`src/rtl/seq_multiplier.sv`:
```
// ---------------------------------------------------------------------------
// seq_multiplier
//
// Sequential shift-and-add multiply-accumulate:
//    o_product = i_multiplicand * i_multiplier + i_addend
// One multiplier bit is retired per clock. This is the inverse of the
// restoring divider: with multiplicand = divisor, multiplier = quotient and
// addend = remainder it regenerates the original dividend. It uses the same
// go / result_valid handshake as the divider.
//
// Optional feature (macro SEQ_MULTIPLIER_CHECK_EN):
//    When defined, an operand-consistency flag is latched at the go edge:
//    err = (multiplicand == 0) || (addend >= multiplicand). This marks an
//    operand set that cannot be a legal divider result. o_pair_error shows
//    the flag only while o_result_valid is high. The product is computed
//    regardless of the flag.
//    When undefined, o_pair_error is tied low and no extra flops are built.
//
// Ports:
//    clk             in   1        rising-edge clock
//    reset           in   1        synchronous, active-high reset
//    i_go            in   1        start request, sampled only in S_IDLE
//    i_multiplicand  in   WIDTH    unsigned (divisor role)
//    i_multiplier    in   WIDTH    unsigned (quotient role)
//    i_addend        in   WIDTH    unsigned (remainder role)
//    o_product       out  2*WIDTH  registered result
//    o_result_valid  out  1        o_product holds a completed result
//    o_busy          out  1        high while in S_RUN (state decode)
//    o_pair_error    out  1        operand-consistency flag (see above)
//
// Timing: go sampled at edge E0. Busy is high from after E0 until after
// E0+WIDTH. The product and result_valid update at edge E0+WIDTH.
// ---------------------------------------------------------------------------
module seq_multiplier #(
   parameter int WIDTH = 4
) (
   input  logic                 clk,
   input  logic                 reset,
   input  logic                 i_go,
   input  logic [WIDTH-1:0]     i_multiplicand,
   input  logic [WIDTH-1:0]     i_multiplier,
   input  logic [WIDTH-1:0]     i_addend,
   output logic [2*WIDTH-1:0]   o_product,
   output logic                 o_result_valid,
   output logic                 o_busy,
   output logic                 o_pair_error
);

   localparam int PW = 2 * WIDTH;
   localparam int CW = (WIDTH > 1) ? $clog2(WIDTH) : 1;

   localparam logic [CW-1:0] COUNT_ONE  = CW'(1);
   localparam logic [CW-1:0] COUNT_LAST = CW'(WIDTH - 1);

   typedef enum logic [0:0] {
      S_IDLE = 1'b0,
      S_RUN  = 1'b1
   } state_t;

   state_t          r_state;
   logic [PW-1:0]   r_mc;
   logic [WIDTH-1:0] r_mr;
   logic [PW-1:0]   r_acc;
   logic [CW-1:0]   r_count;
   logic [PW-1:0]   r_product;
   logic            r_result_valid;

   logic [PW-1:0]   w_acc_next;

   // Partial-product add for the current multiplier LSB.
   always_comb begin
      w_acc_next = r_acc;
      if (r_mr[0]) begin
         w_acc_next = r_acc + r_mc;
      end else begin
         w_acc_next = r_acc;
      end
   end

   // Control FSM and datapath registers. The final edge of the run writes
   // the already-updated accumulator straight into the product register,
   // so the last add is not lost to a one-cycle delay.
   always_ff @(posedge clk) begin
      if (reset) begin
         r_state        <= S_IDLE;
         r_mc           <= {PW{1'b0}};
         r_mr           <= {WIDTH{1'b0}};
         r_acc          <= {PW{1'b0}};
         r_count        <= {CW{1'b0}};
         r_product      <= {PW{1'b0}};
         r_result_valid <= 1'b0;
      end else begin
         case (r_state)
            S_IDLE: begin
               if (i_go) begin
                  r_mc           <= {{WIDTH{1'b0}}, i_multiplicand};
                  r_mr           <= i_multiplier;
                  r_acc          <= {{WIDTH{1'b0}}, i_addend};
                  r_count        <= {CW{1'b0}};
                  r_result_valid <= 1'b0;
                  r_state        <= S_RUN;
               end else begin
                  r_state <= S_IDLE;
               end
            end
            S_RUN: begin
               r_acc   <= w_acc_next;
               r_mc    <= {r_mc[PW-2:0], 1'b0};
               r_mr    <= {1'b0, r_mr[WIDTH-1:1]};
               r_count <= r_count + COUNT_ONE;
               if (r_count == COUNT_LAST) begin
                  r_product      <= w_acc_next;
                  r_result_valid <= 1'b1;
                  r_state        <= S_IDLE;
               end else begin
                  r_state <= S_RUN;
               end
            end
            default: begin
               r_state        <= S_IDLE;
               r_result_valid <= 1'b0;
            end
         endcase
      end
   end

   assign o_product      = r_product;
   assign o_result_valid = r_result_valid;
   assign o_busy         = (r_state == S_RUN);

`ifdef SEQ_MULTIPLIER_CHECK_EN
   logic r_err;

   // Latch the operand-consistency flag when a go is accepted.
   always_ff @(posedge clk) begin
      if (reset) begin
         r_err <= 1'b0;
      end else if ((r_state == S_IDLE) && i_go) begin
         r_err <= (i_multiplicand == {WIDTH{1'b0}}) || (i_addend >= i_multiplicand);
      end else begin
         r_err <= r_err;
      end
   end

   // The flag is only meaningful alongside a completed result.
   assign o_pair_error = r_err & r_result_valid;
`else
   assign o_pair_error = 1'b0;
`endif

endmodule

```
`config.mk`:
```
export PLATFORM = sky130hd
export DESIGN_NAME = seq_multiplier
export DESIGN_NICKNAME = d
export VERILOG_FILES = /design/src/rtl/seq_multiplier.sv
export SDC_FILE = /design/constraint.sdc
export NUM_CORES = 1
export LEC_CHECK = 0
export ABC_AREA = 1
export CORE_ASPECT_RATIO = 1.1
export CORE_MARGIN = 2
export CORE_UTILIZATION = 40
export DETAILED_ROUTE_END_ITERATION = 8
export PLACE_DENSITY = 0.62
export SYNTH_ARGS = -nofsm -noshare
export SYNTH_HDL_FRONTEND = slang
export SYNTH_SLANG_ARGS = --single-unit
export TNS_END_PERCENT = 5
```
`constraint.sdc`:
```
create_clock -name clk -period 2.4 [get_ports clk]
set_clock_uncertainty 0.2 [all_clocks]
set_input_delay 0.72 -clock clk [delete_from_list [all_inputs] [get_ports clk]]
set_output_delay 0.72 -clock clk [all_outputs]
set_load 0.005 [all_outputs]
```
==> impl_summary.txt <==
----------------------------------------------------
[CTS]
  Root buf cell ... sky130_fd_sc_hd__clkbuf_8
  Maximum buffer depth of the clock tree ... 2
  Postcts setup bufs ... 0
  CTS clk-pin slew, worst paths ... approximately 0.070 ns
  Clock buffers created by TritonCTS ... 5
  Clk sinks ... 32
  TritonCTS clock tree ... yes
  H-tree depth ... 2
  Hold buffer count at cts ... 0
  Clk_lat worst skew ... between 0.2 and 0.3 ns
  Post-cts repair resize count ... 0

[Route]
  Residual DRC ... 0
  Detailed-route wire length ... 3.713 mm
  Initial detailed-routing violation count ... 54
  Number of detailed-routing iterations run before antenna repair ... 4
  Vias per Instance ... approximately 4.7
  Antenna viol nets, final ... 0
  Routed via count ... 1555
  Per-cell routed wire length ... roughly 11 um

[Timing]
  Highest achievable clock rate ... ~500 MHz
  RSZ-0062 raised after global routing ... no
  Final worst setup slack ... roughly 0.35 ns
  Final critical delay including setup and external delays ... approximately 2 ns
  Relative max-transition margin ... 0.5703
  Sum of negative setup slack ... 0 ns
  Number of hold-slack violations in the final timing report ... 0
  Total setup violations reported at the end of the flow ... 0
  Slew at the pin with the worst max-slew slack ... 0.6437 ns
  Share of the clock period used by the worst path after layout ... 0.8549
  Number of max-slew violations in the final report ... 0

[Floorplan]
  Top Ports ... 26
  Die Footprint ... between 0.005 and 0.006 sq mm
  Die Span Y ... around 74 um
  Count of standard-cell rows ... 25
  X dimension of the die ... 67.68 um
  Floorplan Core Area ... 0.004285 sq mm
  Initial cell density of the core ... 0.4164

[GRT]
  Largest net degree at the start of global routing ... 24
  Wire length of the first global-routing pass ... 6.472 mm
  Vias in the first global route ... 1405
  GRT overflow ... 0
  Initial antenna violation count ... 0
  Combined global-route utilization of all metal layers ... 0.1734

[Worst hold path]
  Startpoint of the most critical hold path ... r_count[1]
  Type of the tightest min-delay check ... flip-flop to flip-flop

[Final layout]
  Most frequent standard cell in the layout excluding fill and tap cells ... sky130_fd_sc_hd__nand2_1
  Count of antenna diodes in the layout ... 0
  Area growth from synthesis to layout ... 20.90%
  Share of the core filled with cells in the final layout ... 0.5034
  Proportion of layout cells with a drive suffix above 1 ... 0.1268
  Summed area of non-filler cells in the final layout ... between 0.002 and 0.0025 sq mm
  Leading cell types in the layout, fill and taps excluded ... 81 x sky130_fd_sc_hd__nand2_1, 32 x sky130_fd_sc_hd__dfxtp_1, 25 x sky130_fd_sc_hd__inv_1
  Layout Nets ... approximately 300

[Worst setup path]
  Arrival time worst endpoint ... approximately 1.1 ns
  CP delay by family, top ... buffers and inverters
  Worst Setup SP ... o_product[1]
  Worst path max stage delay ... approximately 0.51 ns
  Data required time at the worst endpoint ... 1.48 ns
  Launch instance of the worst register-to-register path ... r_acc[0]
  Buf/Inv on CP ... 1
  CP endpoint kind ... output pin
  Type of the worst setup path ... flip-flop to output pin
  Nature of the critical path startpoint ... flip-flop
  Register-to-register setup slack ... between 0.3 and 0.4 ns
  Critical Path, Cell by Cell ... clkdlybuf4s50_1
  Cell with the largest stage delay on the worst path ... sky130_fd_sc_hd__clkdlybuf4s50_1
  Crit-path max FO ... 2

[Synthesis]
  Post-synthesis cell count ... 250
  Dominant cells by area after synthesis ... sky130_fd_sc_hd__dfxtp_1 36%, sky130_fd_sc_hd__nand2_1 17%, sky130_fd_sc_hd__ha_1 5.6%
  Warnings from Yosys ... 0
  Share of synthesized area occupied by flip-flops and latches ... 0.3590
  Fraction of synthesized cell area taken by the top area cell type ... 0.3590
  Number of nets in the synthesized netlist ... 274
  Post-synthesis register bit count ... 32
  Number of different library cells in the post-synthesis netlist ... 36
  Largest area contributor in the synthesized netlist ... sky130_fd_sc_hd__dfxtp_1
  Mean instance size in the synthesized netlist ... roughly 7.1 sq um
  Post-Syn Area ... 0.001784 sq mm

[Power and ir drop]
  Clock network fraction of total power ... 0.377
  Switching share of total power ... 0.2652
  Power density relative to cell area ... 540.1 mW/mm^2
  Leakage power ... a little under 1 nW
  Internal ... ~0.00086 W
  Psw ... 0.0003090 W
  Sequential group share of total power ... 0.486
  Combinational share of power ... 0.137
  Worst vdd rail ir drop ... 377.4 uV

[Place]
  Buffers on Ports ... 24
  HPWL reported at the end of detailed placement ... between 2 and 3 mm
  Placed cell areas ... ~0.0021 sq mm
  Worst slack at placement ... between 0.3 and 0.4 ns
  GP Congestion ... approximately 0.81

[Run]
  Maxcap violations ... 0

[Status]
  Result of the run ... complete, no violations

----------------------------------------------------
## sequential cells by signal, summed over array words and instances, names as in the netlist
signal / cells
o_product: 8
r_acc: 8
r_mc: 8
r_mr: 4
r_count: 2
o_busy: 1
o_result_valid: 1
## cells in the mapped netlist
| cell | n |
|---|---|
| sky130_fd_sc_hd__a21o_1 | 1 |
| sky130_fd_sc_hd__a21oi_1 | 15 |
| sky130_fd_sc_hd__a21oi_2 | 2 |
| sky130_fd_sc_hd__a21oi_4 | 1 |
| sky130_fd_sc_hd__a221oi_2 | 1 |
| sky130_fd_sc_hd__a22oi_1 | 3 |
| sky130_fd_sc_hd__a31oi_1 | 3 |
| sky130_fd_sc_hd__buf_2 | 3 |
| sky130_fd_sc_hd__buf_4 | 4 |
| sky130_fd_sc_hd__buf_6 | 1 |
| sky130_fd_sc_hd__buf_8 | 1 |
| sky130_fd_sc_hd__clkbuf_1 | 2 |
| sky130_fd_sc_hd__conb_1 | 1 |
| sky130_fd_sc_hd__dfxtp_1 | 32 |
| sky130_fd_sc_hd__fa_1 | 1 |
| sky130_fd_sc_hd__ha_1 | 8 |
| sky130_fd_sc_hd__inv_1 | 25 |
| sky130_fd_sc_hd__inv_2 | 2 |
| sky130_fd_sc_hd__inv_4 | 1 |
| sky130_fd_sc_hd__mux2i_1 | 1 |
| sky130_fd_sc_hd__nand2_1 | 81 |
| sky130_fd_sc_hd__nand2_2 | 2 |
| sky130_fd_sc_hd__nand2_4 | 1 |
| sky130_fd_sc_hd__nand3_1 | 12 |
| sky130_fd_sc_hd__nand3_2 | 5 |
| sky130_fd_sc_hd__nand3b_1 | 1 |
| sky130_fd_sc_hd__nand3b_2 | 1 |
| sky130_fd_sc_hd__nor2_1 | 22 |
| sky130_fd_sc_hd__nor2_4 | 1 |
| sky130_fd_sc_hd__nor3_1 | 1 |
| sky130_fd_sc_hd__o21ai_1 | 7 |
| sky130_fd_sc_hd__o21ai_2 | 1 |
| sky130_fd_sc_hd__or2_1 | 1 |
| sky130_fd_sc_hd__or2_2 | 3 |
| sky130_fd_sc_hd__or2_4 | 2 |
| sky130_fd_sc_hd__xnor2_1 | 1 |
## power groups by stage
| stage | Sequential (W) | Clock (W) | Combinational, W |
|---|---|---|---|
| floorplan | 0.000571 | 0 | 0.000112 |
| global placement | 0.000578 | 0 | 0.000160 |
| detailed placement | 0.000578 | 0 | 0.000161 |
| CTS | 0.000566 | 0.000448 | 0.000161 |
| global route | 0.000569 | 0.000471 | 0.000180 |
| finish | 0.000566 | 0.000439 | 0.000160 |
## path summary, 6_finish.rpt
| check | endpoint | cells past startpoint |
|---|---|---|
| worst min register to register | r_count[1] | 2 |
| worst max register to register | o_product[6] | 13 |
| worst min-delay path | r_count[1] | 2 |
| worst max-delay path | o_product[1] | 1 |
## layer usage
metal / global-route usage / part of all wire
met1: 0.2247 / 0.50
met2: 0.2691 / 0.45
met3: 0.04841 / 0.034
met4: 0.07483 / 0.019
met5: 0 / 0
## through the flow
stage          instances  hold slack, ns  power (W)
5_1_grt              330          0.2801   0.001220
4_1_cts              330          0.2650   0.001175
2_1_floorplan        250          0.2429  0.0006836
3_5_place_dp         322          0.2541  0.0007388
3_3_place_gp         322          0.2531  0.0007382
6_report             330          0.2627   0.001165
## area by class of cell
type / count / area, sq um
Sequential cell: 32 / 640.6
Tap cell: 54 / 67.56
Multi-Input combinational cell: 179 / 957.2
Fill cell: 422 / 2128
Clock buffer: 7 / 86.33
Inverter: 28 / 107.6
Clock inverter: 1 / 7.507
Timing Repair Buffer: 29 / 290.3
## cells by family (layout without fill, tap and decap cells)
logic type                 after synthesis  in the layout  synth area share
AOI/OAI and AO/OA                       34             34            0.1213
xor gates and xnor gates                 1              1          0.004910
adders and majority gates                9              9           0.06732
buffers and inverters                   39             65            0.1045
DFF                                     32             32            0.3590
muxes                                    1              1          0.005610
other                                    1              1          0.002102
and+or+nand+nor                        133            133            0.3352
Note: power is estimated with default switching activity, not from simulation.
